--- config.mk ---
export PLATFORM = sky130hd
export DESIGN_NAME = spi_xfer_ctrl
export DESIGN_NICKNAME = d
export VERILOG_FILES = /design/src/rtl/spi_xfer_ctrl.sv
export SDC_FILE = /design/constraint.sdc
export NUM_CORES = 1
export LEC_CHECK = 0
export BUFFER_PORTS_ARGS = -buffer_cell sky130_fd_sc_hd__buf_2
export CAP_MARGIN = 0
export CORE_ASPECT_RATIO = 0.75
export CORE_MARGIN = 3
export CORE_UTILIZATION = 45
export CTS_BUF_LIST = sky130_fd_sc_hd__clkbuf_4
export CTS_CLUSTER_SIZE = 16
export DETAILED_ROUTE_END_ITERATION = 6
export GPL_TIMING_DRIVEN = 0
export PLACE_DENSITY_LB_ADDON = 0.05
export SYNTH_ARGS = -nofsm -noshare
export SYNTH_HDL_FRONTEND = slang
export SYNTH_SLANG_ARGS = --single-unit
--- constraint.sdc ---
create_clock -name clock -period 2.4 [get_ports clock]
set_input_delay 0.48 -clock clock [delete_from_list [all_inputs] [get_ports clock]]
set_output_delay 0.48 -clock clock [all_outputs]
set_load 0.05 [all_outputs]
--- src/rtl/spi_xfer_ctrl.sv ---
// Two-requester SPI byte-exchange controller: round-robin grant, a 16-period SCK
// frame (8 bits out, then 8 bits in), and a held response.
module spi_xfer_ctrl #(
  parameter int unsigned DIV = 4
) (
  input  logic       clock,
  input  logic       reset_n,
  input  logic [1:0] req_valid,
  output logic [1:0] req_ready,
  input  logic [7:0] req_data0,
  input  logic [7:0] req_data1,
  output logic       rsp_valid,
  input  logic       rsp_ready,
  output logic       rsp_id,
  output logic [7:0] rsp_data,
  output logic       sck,
  output logic       ss,
  output logic       mosi,
  input  logic       miso
);

  localparam int unsigned CNT_W  = 8;
  localparam int unsigned FALL_W = 4;
  localparam logic [CNT_W-1:0] DIV_LAST = CNT_W'(DIV - 1);

  typedef enum logic [2:0] {IDLE, SETUP, SHIFT, HOLD, RESP} state_t;

  state_t            state;
  logic [CNT_W-1:0]  cnt;
  logic [FALL_W-1:0] fall_cnt;
  logic              last_half;
  logic [7:0]        tx;
  logic [7:0]        rx;
  logic              ptr;

  logic grant_id_c;
  logic half_done_c;

  // A lone requester wins outright; on contention the pointer decides.
  always_comb begin
    grant_id_c = ptr;
    if (req_valid == 2'b01) grant_id_c = 1'b0;
    else if (req_valid == 2'b10) grant_id_c = 1'b1;
  end

  assign half_done_c = (cnt == DIV_LAST);

  always_ff @(posedge clock or negedge reset_n) begin
    if (!reset_n) begin
      state     <= IDLE;
      cnt       <= '0;
      fall_cnt  <= '0;
      last_half <= 1'b0;
      tx        <= '0;
      rx        <= '0;
      ptr       <= 1'b0;
      req_ready <= '0;
      rsp_valid <= 1'b0;
      rsp_id    <= 1'b0;
      rsp_data  <= '0;
      sck       <= 1'b0;
      ss        <= 1'b1;
      mosi      <= 1'b0;
    end else begin
      unique case (state)
        IDLE: begin
          // The grant cycle is spent in IDLE with req_ready high; SETUP follows it.
          if (req_ready != 2'b00) begin
            req_ready <= 2'b00;
            state     <= SETUP;
            ss        <= 1'b0;
            mosi      <= tx[0];
            cnt       <= '0;
          end else if (req_valid != 2'b00) begin
            req_ready <= grant_id_c ? 2'b10 : 2'b01;
            tx        <= grant_id_c ? req_data1 : req_data0;
            rsp_id    <= grant_id_c;
            ptr       <= ~grant_id_c;
          end
        end

        SETUP: begin
          if (half_done_c) begin
            cnt       <= '0;
            sck       <= 1'b1;
            fall_cnt  <= '0;
            last_half <= 1'b0;
            state     <= SHIFT;
          end else begin
            cnt <= cnt + CNT_W'(1);
          end
        end

        SHIFT: begin
          if (half_done_c) begin
            cnt <= '0;
            if (sck) begin
              // Falling edge j: advance mosi during the first byte, capture miso in the second.
              sck  <= 1'b0;
              mosi <= (fall_cnt < FALL_W'(7)) ? tx[3'(fall_cnt + FALL_W'(1))] : 1'b0;
              if (fall_cnt[3]) rx[fall_cnt[2:0]] <= miso;
              if (fall_cnt == FALL_W'(15)) last_half <= 1'b1;
              fall_cnt <= fall_cnt + FALL_W'(1);
            end else if (last_half) begin
              state <= HOLD;
            end else begin
              sck <= 1'b1;
            end
          end else begin
            cnt <= cnt + CNT_W'(1);
          end
        end

        HOLD: begin
          if (half_done_c) begin
            cnt       <= '0;
            ss        <= 1'b1;
            rsp_valid <= 1'b1;
            rsp_data  <= rx;
            state     <= RESP;
          end else begin
            cnt <= cnt + CNT_W'(1);
          end
        end

        RESP: begin
          if (rsp_ready) begin
            rsp_valid <= 1'b0;
            state     <= IDLE;
          end
        end

        default: state <= IDLE;
      endcase
    end
  end

endmodule

==> metrics.csv <==
stage;metric;value;unit
setup_path;nature of the critical path endpoint;flop;
routing;Via Count;1771;
setup_path;CP required;2.66;ns
setup_path;crit path kind;reg -> reg;
global_route;met1 GRT Util;0.230;
power;Pleak;1.32;nW
setup_path;Crit Reg-Reg Startpoint;cnt[0];
synthesis;Top FF cell, synth;dfrtp_1;
clock_tree;CTS tree;built;
sta;maximum operating frequency;441;MHz
finish;synth-to-layout area growth;14.8;%
sta;Worst Slack Setup Final;0.132;ns
finish;fillcell total;450;
global_route;total gr overflow;0;
setup_path;Worst setup endpoint;rx[1];
sta;period utilisation layout;0.945;
global_route;met3 usage in global routing;0.0412;
global_route;vias in the first global route;1696;
clock_tree;# clock sinks;48;
finish;fin nets;276;
synthesis;Synth area leaders;dfrtp_1 49%, mux2_2 8.0%, a221o_1 3.4%, a21o_1 2.8%, o21ai_0 2.3%;
sta;final setup fails;0;
floorplanning;Row Count;22;
place;Port Buffers;36;
global_route;gr busiest metal;met2;
synthesis;top cell type's share of synthesized area;0.494;
routing;residual DRC count;0;
floorplanning;DIE AREA;0.00621;mm2
clock_tree;H-Tree Depth;2;
setup_path;crit path DAT;2.53;ns
power;PD cells;1130;mW/mm2
floorplanning;Core ar.;0.00501;mm2
place;hpwl dp;3420;um
global_route;first-pass GRT wire length;8130;um
global_route;GRT Total Usage;0.167;
global_route;largest net degree at the start of global routing;49;
synthesis;sequential cell area fraction in the yosys report;0.505;
synthesis;Distinct cells, synth;51;
floorplanning;Starting Density;0.475;
routing;final wirelength;4780;um
setup_path;flop-to-flop setup slack;0.13;ns
synthesis;Async S/R FF share, synth;1.00;
place;GP Congestion;0.765;
finish;area of the multi-input gates;0.00112;mm2
clock_tree;CTS buffer count;5;
setup_path;critical path launch point type;flop;
finish;Seq. cell area;0.00120;mm2
clock_tree;Clk pin slew, worst setup/hold paths;0.13;ns
routing;Final ANT Viol Nets;0;
global_route;met2 GRT Util;0.266;
flow_run;# Max-Cap Violations;0;
synthesis;Yosys top cell by area;dfrtp_1;
power;Max rail drop VDD;0.000529;V
synthesis;Yosys reg bits;48;
finish;commonest cells after routing, fill and taps aside;47 x dfrtp_1, 39 x buf_2, 17 x mux2_2, 14 x nand2_1, 11 x o21ai_0;
routing;WL per Instance;14.7;um
power;Power, Total;3.08;mW
sta;Rel. slew slack;0.301;
global_route;antenna violations before repair;0;
routing;DR vias/cell;5.45;
setup_path;worst-path fanout max;9;
synthesis;Mapped Cells;209;
clock_tree;Max Root-Sink Buffers;2;
synthesis;syn nets;233;
synthesis;post-synthesis area per instance;11.4;um2
finish;most common cell after layout, fill and taps aside;dfrtp_1;
sta;Fin. Hold Viols;0;
routing;DRT iter0 DRCs;90;
clock_tree;CTS Root Cell;clkbuf_4;
finish;layout cells sized above 1;0.316;
routing;DR pass1 iterations;4;
setup_path;Crit. Startpoint;cnt[0];
synthesis;synth warn;0;
sta;Sum Neg Setup Slack;0;ns
sta;count of pins over their slew limit;0;
setup_path;Worst R2R Path Depth;5;
hold_path;Hold Crit Class;in -> async;
floorplanning;Die H;69.0;um
place;Placed Area;0.00265;mm2
synthesis;mapped cell area;0.00238;mm2
finish;antenna cells;0;
finish;Non-Filler Instances;325;
clock_tree;Skew-Pair Late Insertion Delay;0.36;ns
setup_path;capture point of the worst reg-to-reg path;rx[1];
floorplanning;width of the die;90.0;um
synthesis;number of flops mapped to enable cells by yosys;0;
sta;final worst path period need;2.27;ns
floorplanning;io pins;37;
sta;unrepaired setup endpoints after global routing;false;
finish;final instance area;0.00273;mm2
place;Cells after DPL;317;
place;worst slack, placed;0.0633;ns
sta;final setup skew;0.00835;ns
status;status;finished clean;
sta;Worst-Margin Slew;1.05;ns
## report_power, final
part           switching, mW  leakage [nW]  internal, mW
logic                  0.871         0.670         0.524
registers              0.166         0.606          1.04
clock network          0.247        0.0456         0.230
total                   1.29          1.32          1.80
## layer usage
layer | routed length [um] | share of wire | vias up
met5 | 0 | 0 | -
met1 | 2490 | 0.52 | 853
met4 | 36 | 0.0075 | 0
met2 | 2000 | 0.42 | 40
met3 | 260 | 0.054 | 4
li1 | - | - | 874
## logic make-up after synthesis
kind of cell	synth area share
AND/OR/NAND/NOR	0.208
AO/OA/AOI/OAI	0.146
adder cells (fa/ha/maj)	0.0105
XOR/XNOR	0.00736
multiplexers	0.0994
flip-flops	0.505
buffers and inverters	0.0237
## worst min path at each step
stage	start	endpoint	slack [ns]	cells past startpoint
2_1_floorplan	reset_n	cnt[0]	0.18	0
3_3_place_gp	rsp_id	rsp_id	0.46	1
3_5_place_dp	ss	ss	0.46	2
4_1_cts	req_data0[7]	tx[7]	0.32	2
5_1_grt	req_data0[6]	tx[6]	0.31	2
6_report	reset_n	tx[4]	0.30	1
## through the flow
step | hold slack, ns | utilization
6_report | 0.298 | 0.545
5_1_grt | 0.312 | 0.545
4_1_cts | 0.318 | 0.545
3_5_place_dp | 0.455 | 0.529
3_3_place_gp | 0.456 | 0.529
2_1_floorplan | 0.184 | -
## cell type report
type,instances,area share
clock inverter,2,0.0128
sequential,48,0.440
clock buffer,6,0.0165
tap,72,0.0330
multi-input combinational,149,0.411
buffer,10,0.0179
timing repair buffer,36,0.0659
inverter,2,0.00275
## cells in the mapped netlist, types with 2 or more instances
library cell,count
mux4_2,2
nand2_1,14
nand4b_1,4
and3_1,4
clkbuf_1,5
and3_2,2
o211ai_1,2
a21o_2,2
and2_1,8
o21ai_0,11
mux2_2,17
nor2_1,11
nor3_1,3
buf_4,2
nor3b_1,6
inv_1,2
or3_1,2
buf_2,3
nor2b_1,2
xor2_1,2
a221o_1,8
dfrtp_1,47
a21o_1,9
nand3b_1,2
nand2b_1,3
a21oi_1,5
o31ai_1,2
ha_1,2
nand3_1,5
## registers in the layout, indices dropped and copies added, names as in the netlist
register	count
rsp_valid	1
fall_cnt	4
mosi	1
state	3
last_half	1
ss	1
rsp_id	1
sck	1
req_ready	2
tx	8
rx	8
ptr	1
cnt	8
rsp_data	8
## critical path, stage by stage (launching register included)
cell	delay, ns
dfrtp_1	0.41
ha_1	0.23
or4b_4	0.54
nor4_4	0.38
and4bb_2	0.29
mux2_2	0.32
## what timing repair did
action	4_1_cts	5_1_grt
resized for setup	0	1
hold buffers	0	0
endpoints found under the setup margin	0	12
setup buffers	0	0
Note: power is estimated with default switching activity, not from simulation.
